===== src/rtl/ntt_pkg.sv =====
// Shared constants and FSM state encoding for the NTT RAM scheduler.
package ntt_pkg;

  localparam int N      = 256;
  localparam int LOG_N  = 8;
  localparam int LAYERS = 7;
  localparam int COEF_W = 12;
  localparam int NUM_BF = 896;

  typedef enum logic [2:0] {
    ST_IDLE  = 3'd0,
    ST_READ  = 3'd1,
    ST_WAIT  = 3'd2,
    ST_WRITE = 3'd3,
    ST_DONE  = 3'd4
  } state_t;

endpackage


===== src/rtl/ntt_addr_gen.sv =====
// Group/offset/length counters producing butterfly pair addresses and twiddle index.
module ntt_addr_gen (
  input  logic       clk,
  input  logic       rst_n,
  input  logic       init_i,
  input  logic       inv_i,
  input  logic       step_i,
  output logic [7:0] addr_a_o,
  output logic [7:0] addr_b_o,
  output logic [6:0] zeta_o
);

  logic       dir_q, dir_d;
  logic [7:0] len_q, len_d;
  logic [8:0] grp_q, grp_d;
  logic [7:0] off_q, off_d;
  logic [6:0] zeta_q, zeta_d;
  logic [8:0] grp_next_s;

  assign addr_a_o = grp_q[7:0] + off_q;
  assign addr_b_o = addr_a_o + len_q;
  assign zeta_o   = zeta_q;

  // Next-state: load the first butterfly of a run, or advance within group/layer
  always_comb begin
    dir_d      = dir_q;
    len_d      = len_q;
    grp_d      = grp_q;
    off_d      = off_q;
    zeta_d     = zeta_q;
    grp_next_s = grp_q + {len_q, 1'b0};
    if (init_i) begin
      dir_d  = inv_i;
      len_d  = inv_i ? 8'd2 : 8'd128;
      grp_d  = 9'd0;
      off_d  = 8'd0;
      zeta_d = inv_i ? 7'd127 : 7'd1;
    end else if (step_i) begin
      if (off_q + 8'd1 == len_q) begin
        off_d  = 8'd0;
        zeta_d = dir_q ? zeta_q - 7'd1 : zeta_q + 7'd1;
        // grp_next reaching 256 marks the end of a layer
        if (grp_next_s[8]) begin
          grp_d = 9'd0;
          len_d = dir_q ? {len_q[6:0], 1'b0} : {1'b0, len_q[7:1]};
        end else begin
          grp_d = grp_next_s;
        end
      end else begin
        off_d = off_q + 8'd1;
      end
    end else begin
      off_d = off_q;
    end
  end

  // Counter registers
  always_ff @(posedge clk or negedge rst_n) begin
    if (!rst_n) begin
      dir_q  <= 1'b0;
      len_q  <= 8'd0;
      grp_q  <= 9'd0;
      off_q  <= 8'd0;
      zeta_q <= 7'd0;
    end else begin
      dir_q  <= dir_d;
      len_q  <= len_d;
      grp_q  <= grp_d;
      off_q  <= off_d;
      zeta_q <= zeta_d;
    end
  end

endmodule


===== src/rtl/ntt_ram_sched.sv =====
// In-place NTT/INTT RAM scheduler: READ, WAIT(BF_LAT), WRITE per butterfly, 896 butterflies.
module ntt_ram_sched
  import ntt_pkg::*;
#(
  parameter int BF_LAT = 4
) (
  input  logic       clk,
  input  logic       rst_n,
  input  logic       start,
  input  logic       inv,
  output logic [7:0] addr_a,
  output logic [7:0] addr_b,
  output logic       we_a,
  output logic       we_b,
  output logic       bf_in_valid,
  output logic [6:0] zeta_idx,
  output logic       busy,
  output logic       done
);

  localparam logic [3:0] WAIT_LAST = 4'(BF_LAT - 1);
  localparam logic [9:0] LAST_BF   = 10'(NUM_BF - 1);

  state_t     state_q, state_d;
  logic [3:0] wait_q, wait_d;
  logic [9:0] bf_q, bf_d;
  logic       init_s, step_s;
  logic [7:0] gen_a_s, gen_b_s;

  ntt_addr_gen u_addr_gen (
    .clk      (clk),
    .rst_n    (rst_n),
    .init_i   (init_s),
    .inv_i    (inv),
    .step_i   (step_s),
    .addr_a_o (gen_a_s),
    .addr_b_o (gen_b_s),
    .zeta_o   (zeta_idx)
  );

  // Outputs are pure decodes of the state and counter registers
  assign busy        = (state_q == ST_READ) || (state_q == ST_WAIT) || (state_q == ST_WRITE);
  assign done        = (state_q == ST_DONE);
  assign we_a        = (state_q == ST_WRITE);
  assign we_b        = (state_q == ST_WRITE);
  assign bf_in_valid = (state_q == ST_WAIT) && (wait_q == 4'd0);
  assign addr_a      = busy ? gen_a_s : 8'd0;
  assign addr_b      = busy ? gen_b_s : 8'd0;

  // FSM next-state and counter control
  always_comb begin
    state_d = state_q;
    wait_d  = wait_q;
    bf_d    = bf_q;
    init_s  = 1'b0;
    step_s  = 1'b0;
    case (state_q)
      ST_IDLE: begin
        if (start) begin
          state_d = ST_READ;
          init_s  = 1'b1;
          bf_d    = 10'd0;
        end else begin
          state_d = ST_IDLE;
        end
      end
      ST_READ: begin
        state_d = ST_WAIT;
        wait_d  = 4'd0;
      end
      ST_WAIT: begin
        if (wait_q == WAIT_LAST) begin
          state_d = ST_WRITE;
        end else begin
          wait_d = wait_q + 4'd1;
        end
      end
      ST_WRITE: begin
        // Counters are not stepped past the final butterfly so zeta_idx holds
        if (bf_q == LAST_BF) begin
          state_d = ST_DONE;
        end else begin
          state_d = ST_READ;
          step_s  = 1'b1;
          bf_d    = bf_q + 10'd1;
        end
      end
      ST_DONE: state_d = ST_IDLE;
      default: state_d = ST_IDLE;
    endcase
  end

  // FSM registers
  always_ff @(posedge clk or negedge rst_n) begin
    if (!rst_n) begin
      state_q <= ST_IDLE;
      wait_q  <= 4'd0;
      bf_q    <= 10'd0;
    end else begin
      state_q <= state_d;
      wait_q  <= wait_d;
      bf_q    <= bf_d;
    end
  end

endmodule

===== config.mk =====
export PLATFORM = sky130hd
export DESIGN_NAME = ntt_ram_sched
export DESIGN_NICKNAME = d
export VERILOG_FILES = /design/src/rtl/ntt_pkg.sv /design/src/rtl/ntt_addr_gen.sv /design/src/rtl/ntt_ram_sched.sv
export SDC_FILE = /design/constraint.sdc
export NUM_CORES = 1
export LEC_CHECK = 0
export CAP_MARGIN = 25
export CELL_PAD_IN_SITES_DETAIL_PLACEMENT = 1
export CELL_PAD_IN_SITES_GLOBAL_PLACEMENT = 1
export CORE_MARGIN = 5
export CORE_UTILIZATION = 30
export CTS_CLUSTER_DIAMETER = 80
export DETAILED_ROUTE_END_ITERATION = 12
export HOLD_SLACK_MARGIN = 0.02
export PLACE_DENSITY = 0.62
export RECOVER_POWER = 100
export SETUP_SLACK_MARGIN = 0.05
export SYNTH_ARGS = -nofsm -noshare
export SYNTH_HDL_FRONTEND = slang
export SYNTH_SLANG_ARGS = --single-unit

===== constraint.sdc =====
create_clock -name clk -period 3.5 [get_ports clk]
set_clock_uncertainty 0.1 [all_clocks]
set_input_delay 0.7 -clock clk [delete_from_list [all_inputs] [get_ports clk]]
set_output_delay 0.7 -clock clk [all_outputs]
set_load 0.02 [all_outputs]

# After elaboration in Yosys (flattened, before gate mapping)
# Index checks and enable logic that the tools add are counted.
# word_totals
ff_bits,50
out_inout_bits,28
# op_classes
n_addsub,8
n_eq_ne,11
muxes,33
n_reduce_logical,14
# op_table
cell,count
2-to-1 mux 8 bit,12
2-to-1 mux 7 bit,5
2-to-1 mux 9 bit,3
2-to-1 mux 10 bit,2
one-hot mux 10 bit (2 select lines),1
adder 8 bit,2
one-hot mux 3 bit (4 select lines),1
"adder 10 x 1 -> 10 bit, second input constant",1
"equality test 10 bit, second input constant",1
nonzero test 2 bit,5
adder 9 bit,1
"adder 8 x 1 -> 8 bit, second input constant",1
equality test 8 bit,1
one-hot mux 4 bit (2 select lines),1
"adder 7 x 1 -> 7 bit, second input constant",1
"subtractor 7 x 1 -> 7 bit, second input constant",1
"equality test 3 x 2 -> 1 bit, second input constant",2
2-to-1 mux 3 bit,2
"!= test 2 bit, second input constant",3
AND reduction 3 bit,2
2-to-1 mux 1 bit,5
"adder 4 x 1 -> 4 bit, second input constant",1
"equality test 4 x 2 -> 1 bit, second input constant",1
zero test 4 bit,1
other kinds (8),10

# Longest topological paths before layout
# Gate-level depths: netlist of the first run.
# depth
word_depth,5
mapped_depth,12
depth_no_buf,12

# Hierarchy
# From an unflattened synthesis of the first run, not the netlist that was laid out.
# hier_totals
cells_unflattened,437
hier_area_um2,3922.5
# by_module_without_submodules
module,instances,cells_each,area_per_inst_um2,seq_area_each_um2
ntt_addr_gen,1,323,2857.7,775.7
ntt_ram_sched,1,114,1064.8,425.4

# Worst setup path after synthesis of the first run
# No wires, ideal clock.
# synth_path
path_type,reg-to-output
from,register u_addr_gen.off_q[2]
to,output port addr_b[6]
arrival_ns,2.675
required_ns,2.700
slack_ns,0.025
stages_incl_launch_ff,10
path_buffers,0
cell_sequence,dfrtp_1 -> ha_1 -> a21oi_1 -> o21ai_0 -> or2_2 -> a21oi_1 -> xnor2_1 -> ha_1 -> a21boi_0 -> nor3_1
# synth_between
elab_chain_len,3
# synth_lines
item,line,source
"start, declared",ntt_addr_gen.sv:16,"logic [7:0] off_q, off_d;"
"start signal, assigned",ntt_addr_gen.sv:63,off_q <= 8'd0;
"start signal, assigned",ntt_addr_gen.sv:69,off_q <= off_d;
adder 8 bit,ntt_addr_gen.sv:20,assign addr_a_o = grp_q[7:0] + off_q;
adder 8 bit,ntt_addr_gen.sv:21,assign addr_b_o = addr_a_o + len_q;
2-to-1 mux 8 bit,ntt_ram_sched.sv:48,assign addr_b = busy ? gen_b_s : 8'd0;
"end, declared",ntt_ram_sched.sv:12,"output logic [7:0] addr_b,"
# Every way passes these cells.

# Worst setup path after layout of the first run
# layout_path
from,register u_addr_gen.grp_q[2]
to,output port addr_b[7]
# layout_between
elab_chain_len,3
# layout_lines
item,line,source
"start, declared",ntt_addr_gen.sv:15,"logic [8:0] grp_q, grp_d;"
"start signal, assigned",ntt_addr_gen.sv:68,grp_q <= grp_d;
adder 8 bit,ntt_addr_gen.sv:20,
adder 8 bit,ntt_addr_gen.sv:21,
2-to-1 mux 8 bit,ntt_ram_sched.sv:48,
# Every way passes these cells.

==> results.cfg, run 1 <==
[status]
status = complete, but fails checks
violations = capacitance limit, slew limit

[worst_hold_path]
hold_depth = 2
min_path_type = flip-flop to flip-flop

[cts]
clkTransAtPathRegs_ps = 70
cts_sinks = 48
clock_path_buffers = 2
hold_buffers = 0
clk_latency_ps = 290
cts-root-buf = clkbuf_16
cts_tree = yes
numCtsBuffers = 5
htree_levels = 2

[global_routing]
grt_use_total_pct = 15.2
antenna_found_initial = 0
grt_max_degree = 33
grt_pass1_wl_microns = 17600
grt_pass1_vias = 3480
grt_overflow = 0

[yosys]
synth_compound_area_share_pct = 16.5
syn_inst = 398
ys_seq_area_share_pct = 33.5
synth_ff_type = dfrtp_1
syn_nets = 434
syn_area_per_cell_sq_um = 9.02
synth_xor_xnor_area_share_pct = 9.90
synthArstFlopShare_pct = 100
synth-edff-count = 0
syn_area_sq_mm = 0.00359
synthAdderAreaFrac_pct = 11.8
synth_top_family_by_area = simple AND/OR/NAND/NOR gates
synth_warnings = 0
muxShareOfSynthArea_pct = 3.69
yosys.area_share.simple_pct = 21.5
ys_seq_elements = 48
ys_types = 56

[layout]
drive_above_1_share_pct = 17.3
regArea_sq_mm = 0.00120
fin_area_sq_mm = 0.00460
diodes = 0
multi_input_area_sq_mm = 0.00240
nNetsFinal = 503
num-fill-cells = 1380
area_growth_pct = 28.1

[floorplanning]
die_y_microns = 119
num_io_pins = 32
num_rows = 40
die_x_microns = 119
core_area_sq_mm = 0.0119
die-area_sq_mm = 0.0143
start_util_pct = 30.3

[job]
drv_cap = 1

[detailed_routing]
ant_nets = 0
drtIter0Drc = 124
route.detailed.drc = 0
first_pass_iters = 4
routedWlPerCell_microns = 17.3
via_count = 3220
via_per_inst = 5.24
wl_microns = 10600

[sta]
finalMaxSlewViolations = 33
worst_pin_slew_ps = 1750
rsz0062_at_grt = true
setup-violations-final = 0
clock.fmax_mhz = 290
relSlewSlack_pct = -16.4
setup_slack_ps = 49.8
period_needed_ps = 3450
min_period_over_period_pct = 98.6
hold_viol = 0

[power_and_ir_drop]
leakagePower_nw = 2.10
peakVddDrop_v = 0.000195
power_density_mw_per_mm2 = 282

[setup_path]
cp_max_fo = 3
ff2ff_path_depth = 8
arrival_ps = 2650
critPathRequiredTime_ps = 2700
cp-end-kind = output pin
crit_path_start_kind = flip-flop
critPathKind = flip-flop to output pin

[placed_design]
dp_hpwl_microns = 8020
place_ws_ps = -303
placed_area_sq_mm = 0.00434
gp_congestion = 0.786
port_buffers = 31
## path summary, 6_finish.rpt
check	start	end	slack, ps
max	u_addr_gen.grp_q[2]$_DFFE_PN0P_	addr_b[7]	50
min	bf_q[1]$_DFFE_PN0P_	bf_q[1]$_DFFE_PN0P_	410
max reg2reg	u_addr_gen.off_q[0]$_DFFE_PN0P_	u_addr_gen.grp_q[4]$_DFFE_PN0P_	230
min reg2reg	bf_q[1]$_DFFE_PN0P_	bf_q[1]$_DFFE_PN0P_	410
max in group asynchronous	rst_n	u_addr_gen.grp_q[5]$_DFFE_PN0P_	910
min in group asynchronous	rst_n	bf_q[4]$_DFFE_PN0P_	760
## sequential cells by signal, summed over array words and instances (netlist names)
signal             flops
wait_q                 4
bf_q                  10
u_addr_gen.grp_q       7
state_q                3
u_addr_gen.off_q       8
u_addr_gen.len_q       8
u_addr_gen.dir_q       1
u_addr_gen.zeta_o      7
## final cells by class
| class | count | share of cell area [%] |
|---|---|---|
| timing repair buffer | 73 | 12.9 |
| clock inverter | 2 | 0.327 |
| clock buffer | 6 | 3.02 |
| multi-input combinational | 321 | 52.2 |
| sequential | 48 | 26.1 |
| tap | 147 | 4.00 |
| inverter | 18 | 1.47 |
## cell usage after synthesis, types with 10 or more instances
library cell	number	area share (%)
ha_1	29	10
a21oi_1	20	2.8
nand2_1	28	2.9
xnor2_1	23	5.6
inv_1	18	1.9
nor2_1	40	4.2
xor2_1	15	3.7
nor3_1	17	2.4
nand3_1	17	2.4
mux2i_1	11	3.1
and2_1	10	1.7
o21ai_0	15	2.1
dfrtp_1	48	33
## repair_timing
action                     CTS  global route
resized for setup           36            18
buffers inserted             2             0
setup endpoints to repair    8             5
pin swaps                    8             8
## critical path: stages (launching register included)
cell and delay, ps:
dfrtp_1 410, ha_4 270, a21oi_4 170, o21ai_2 80
or2_4 250, xor2_1 170, ha_1 350, nor3_1 60
nor2_1 130, o41ai_2 100, xnor2_1 180, nor2_2 50
buf_4 160
## cells in the final DEF (no fill, tap or decap), drive strengths merged, types with 4 or more instances in the layout
cell type,netlist,final
a211oi,7,7
o31ai,9,9
and2,10,10
dfrtp,48,48
xor2,15,15
nor2,40,40
clkdlybuf4s50,0,4
and3,6,6
nor2b,7,7
buf,3,41
o2bb2ai,6,6
dlygate4sd3,0,19
ha,29,29
inv,18,18
a21oi,21,21
clkbuf,8,12
nand2,28,28
nand4,6,6
nand3,17,17
o21ai,17,17
nor3,18,18
o22ai,4,4
xnor2,23,23
mux2i,11,11
## cell families after synthesis
logic type / count (synthesis)
AO/OA/AOI/OAI: 87
XOR/XNOR: 39
adder cells (fa/ha/maj): 32
buffers and inverters: 29
flip-flops: 48
multiplexers: 13
AND/OR/NAND/NOR: 150
## per-layer routing
layer	routed length, microns	global-route usage (%)	vias up
met4	153	3.44	0
met2	5160	25.7	44
met3	227	2.33	14
li1	-	-	1565
met5	0	0	-
met1	5100	20.6	1597
## power by group
group / switching (mW) / internal (mW) / total (mW)
clock network: 0.219 / 0.285 / 0.503
logic: 0.118 / 0.100 / 0.218
registers: 0.00956 / 0.564 / 0.574
## through the flow
| stage | TNS [ps] | cells | hold WS, ps | utilization, % | power [mW] |
|---|---|---|---|---|---|
| 2_1_floorplan | 0 | 398 | 304 | - | 0.704 |
| 3_3_place_gp | -469 | 605 | 382 | 36.6 | 0.795 |
| 3_5_place_dp | -676 | 605 | 396 | 36.6 | 0.801 |
| 4_1_cts | -30.5 | 615 | 394 | 38.2 | 1.31 |
| 5_1_grt | -150 | 615 | 449 | 38.8 | 1.36 |
| 6_report | 0 | 615 | 410 | 38.8 | 1.30 |
No activity file was read; power rests on OpenSTA's default activity.
==> run 2, diff against run 1 <==
- CORE_MARGIN: 5 -> not set
==> run 2 against run 1 <==
- the flow finishes with violations (DRC, capacitance limit, slew limit)
- flip-flop and latch count did not move
- clock-buffer cell count did not move
- worst setup slack got worse by 49 ps
- clock power barely moved
- die area fell by 13%
- largest power group unchanged
- highest routed layer unchanged
==> results.cfg, run 2 (synthesized netlist as in run 1, its figures left out) <==
[cts]
clock_path_buffers = 2
cts-root-buf = clkbuf_16
clkTransAtPathRegs_ps = 70
htree_levels = 2
cts_tree = yes
hold_buffers = 0
cts_sinks = 48
clk_latency_ps = 290
numCtsBuffers = 5

[layout]
final_common_cell = dfrtp_1
stdcell_count = 611
top_register = bf_q
top_regs = bf_q (10), u_addr_gen.len_q (8), u_addr_gen.off_q (8)
nNetsFinal = 503
largest_reg_flops = 10
final_util_pct = 39.5
regArea_sq_mm = 0.00120
final_cell_mix = dfrtp_1 (48), nor2_1 (39), buf_4 (38)
diodes = 0
num-fill-cells = 1358
multi_input_area_sq_mm = 0.00235
drive_above_1_share_pct = 15.8
area_growth_pct = 26.6

[sta]
clock.fmax_mhz = 286
setup_slack_ps = 0.901
setup-violations-final = 0
relSlewSlack_pct = -18.9
period_needed_ps = 3500
rsz0062_at_grt = true
min_period_over_period_pct = 100
finalMaxSlewViolations = 31
setup_tns_ps = 0
hold_viol = 0
holdWs_ps = 412
worst_pin_slew_ps = 1780

[setup_path]
reg2reg_slack_ps = 160
path_cells = ha_4 > a21oi_4 > buf_6 > o21ai_4 > or2_4 > a21oi_2 > xnor2_1 > ha_2 > nor2_1 > nor2_1 > o41ai_2 > xnor2_1 > nor2_2 > buf_6
cp-startpoint = u_addr_gen.grp_q[2]$_DFFE_PN0P_
critPathRequiredTime_ps = 2700
ff2ff_path_depth = 8
r2r-start = u_addr_gen.off_q[1]$_DFFE_PN0P_
cp.buffers_inverters = 2
crit_path_start_kind = flip-flop
cpPeakStageDelay_ps = 410
critPathKind = flip-flop to output pin
reg2reg_to = u_addr_gen.grp_q[4]$_DFFE_PN0P_
crit_family = adder cells
slowest_stage = dfrtp_1
cp_max_fo = 3
arrival_ps = 2700
cp-end-kind = output pin

[floorplanning]
die_y_microns = 111
num_rows = 39
die_x_microns = 111
die-area_sq_mm = 0.0124
start_util_pct = 31.2
core_area_sq_mm = 0.0115
num_io_pins = 32

[worst_hold_path]
min-delay-start = bf_q[1]$_DFFE_PN0P_
hold_depth = 2
hold_path_end = bf_q[1]$_DFFE_PN0P_
min_path_type = flip-flop to flip-flop

[placed_design]
place_inst = 600
place_ws_ps = -355
dp_hpwl_microns = 7980
gp_congestion = 0.753
port_buffers = 31

[detailed_routing]
wl_microns = 10600
wl_met2_microns = 5000
top_layer = met4
wl_met1_microns = 5320
first_pass_iters = 10
route.detailed.drc = 6
ant_nets = 0
via_count = 3223
drtIter0Drc = 144
dr_wl_met3_microns = 180
via_per_inst = 5.27
routedWlPerCell_microns = 17.4

[status]
violations = DRC, capacitance limit, slew limit
status = complete, but fails checks

[power_and_ir_drop]
power_density_mw_per_mm2 = 284
seq_power_share_pct = 44.5
internal_power_mw = 0.947
swShare_pct = 26.7
p_clk_share_pct = 38.9
peakVddDrop_v = 0.000168
p_switching_mw = 0.344
power_frac_comb_pct = 16.6
leakagePower_nw = 2.10

[global_routing]
grt_use_total_pct = 17.9
antenna_found_initial = 0
grt_pass1_vias = 3427
grt_pass1_wl_microns = 17700
grt_max_degree = 31
grt_overflow = 0

[job]
drv_cap = 1
run 2: cell count changes in the layout (fill, tap and decap cells not counted), moves of 2 or more:
cell and delta:
a21oi_1 +2, ha_4 -2, o21ai_1 +2, o21ai_2 -3
run 2: tightest hold or removal path: cells and delay by family (launching register included):
kind / cells / cell delay, ps
flip-flops: 1 / 380
AND/OR/NAND/NOR: 2 / 110
run 2: area by class of cell:
| class | instances | share of cell area [%] |
|---|---|---|
| multi-input combinational | 321 | 51.7 |
| sequential | 48 | 26.4 |
| timing repair buffer | 73 | 13.0 |
| tap | 143 | 3.94 |
| clock buffer | 6 | 3.06 |
| inverter | 18 | 1.49 |
| clock inverter | 2 | 0.330 |
run 2: routing by layer:
metal,vias to the layer above,track usage [%]
met1,1613,24.8
met2,33,29.7
met3,10,2.18
met5,-,0
met4,0,4.41
li1,1567,-
run 2: worst max path at each step:
stage,endpoint,depth (start not counted)
floorplan,addr_b[7],10
global placement,addr_b[7],11
detailed placement,addr_b[7],11
CTS,addr_b[7],13
global route,addr_b[7],14
finish,addr_b[7],14
run 2: power by group through the flow:
| stage | Clock [mW] | Combinational [mW] | Sequential (mW) |
|---|---|---|---|
| 2_1_floorplan | 0 | 0.116 | 0.589 |
| 3_3_place_gp | 0 | 0.210 | 0.583 |
| 3_5_place_dp | 0 | 0.215 | 0.584 |
| 4_1_cts | 0.517 | 0.214 | 0.573 |
| 5_1_grt | 0.539 | 0.236 | 0.576 |
| 6_report | 0.503 | 0.214 | 0.574 |
run 2: timing repair:
item                                    in CTS  in global routing
gates resized for setup                     34                 11
setup buffers                                1                  2
endpoints found under the setup margin       8                  6
pin swaps                                    8                  5
run 2: metrics by stage:
stage | total power, mW | area [sq um]
2_1_floorplan | 0.704 | 3600
6_report | 1.29 | 4540
5_1_grt | 1.35 | 4540
3_5_place_dp | 0.798 | 4330
3_3_place_gp | 0.793 | 4330
4_1_cts | 1.30 | 4520
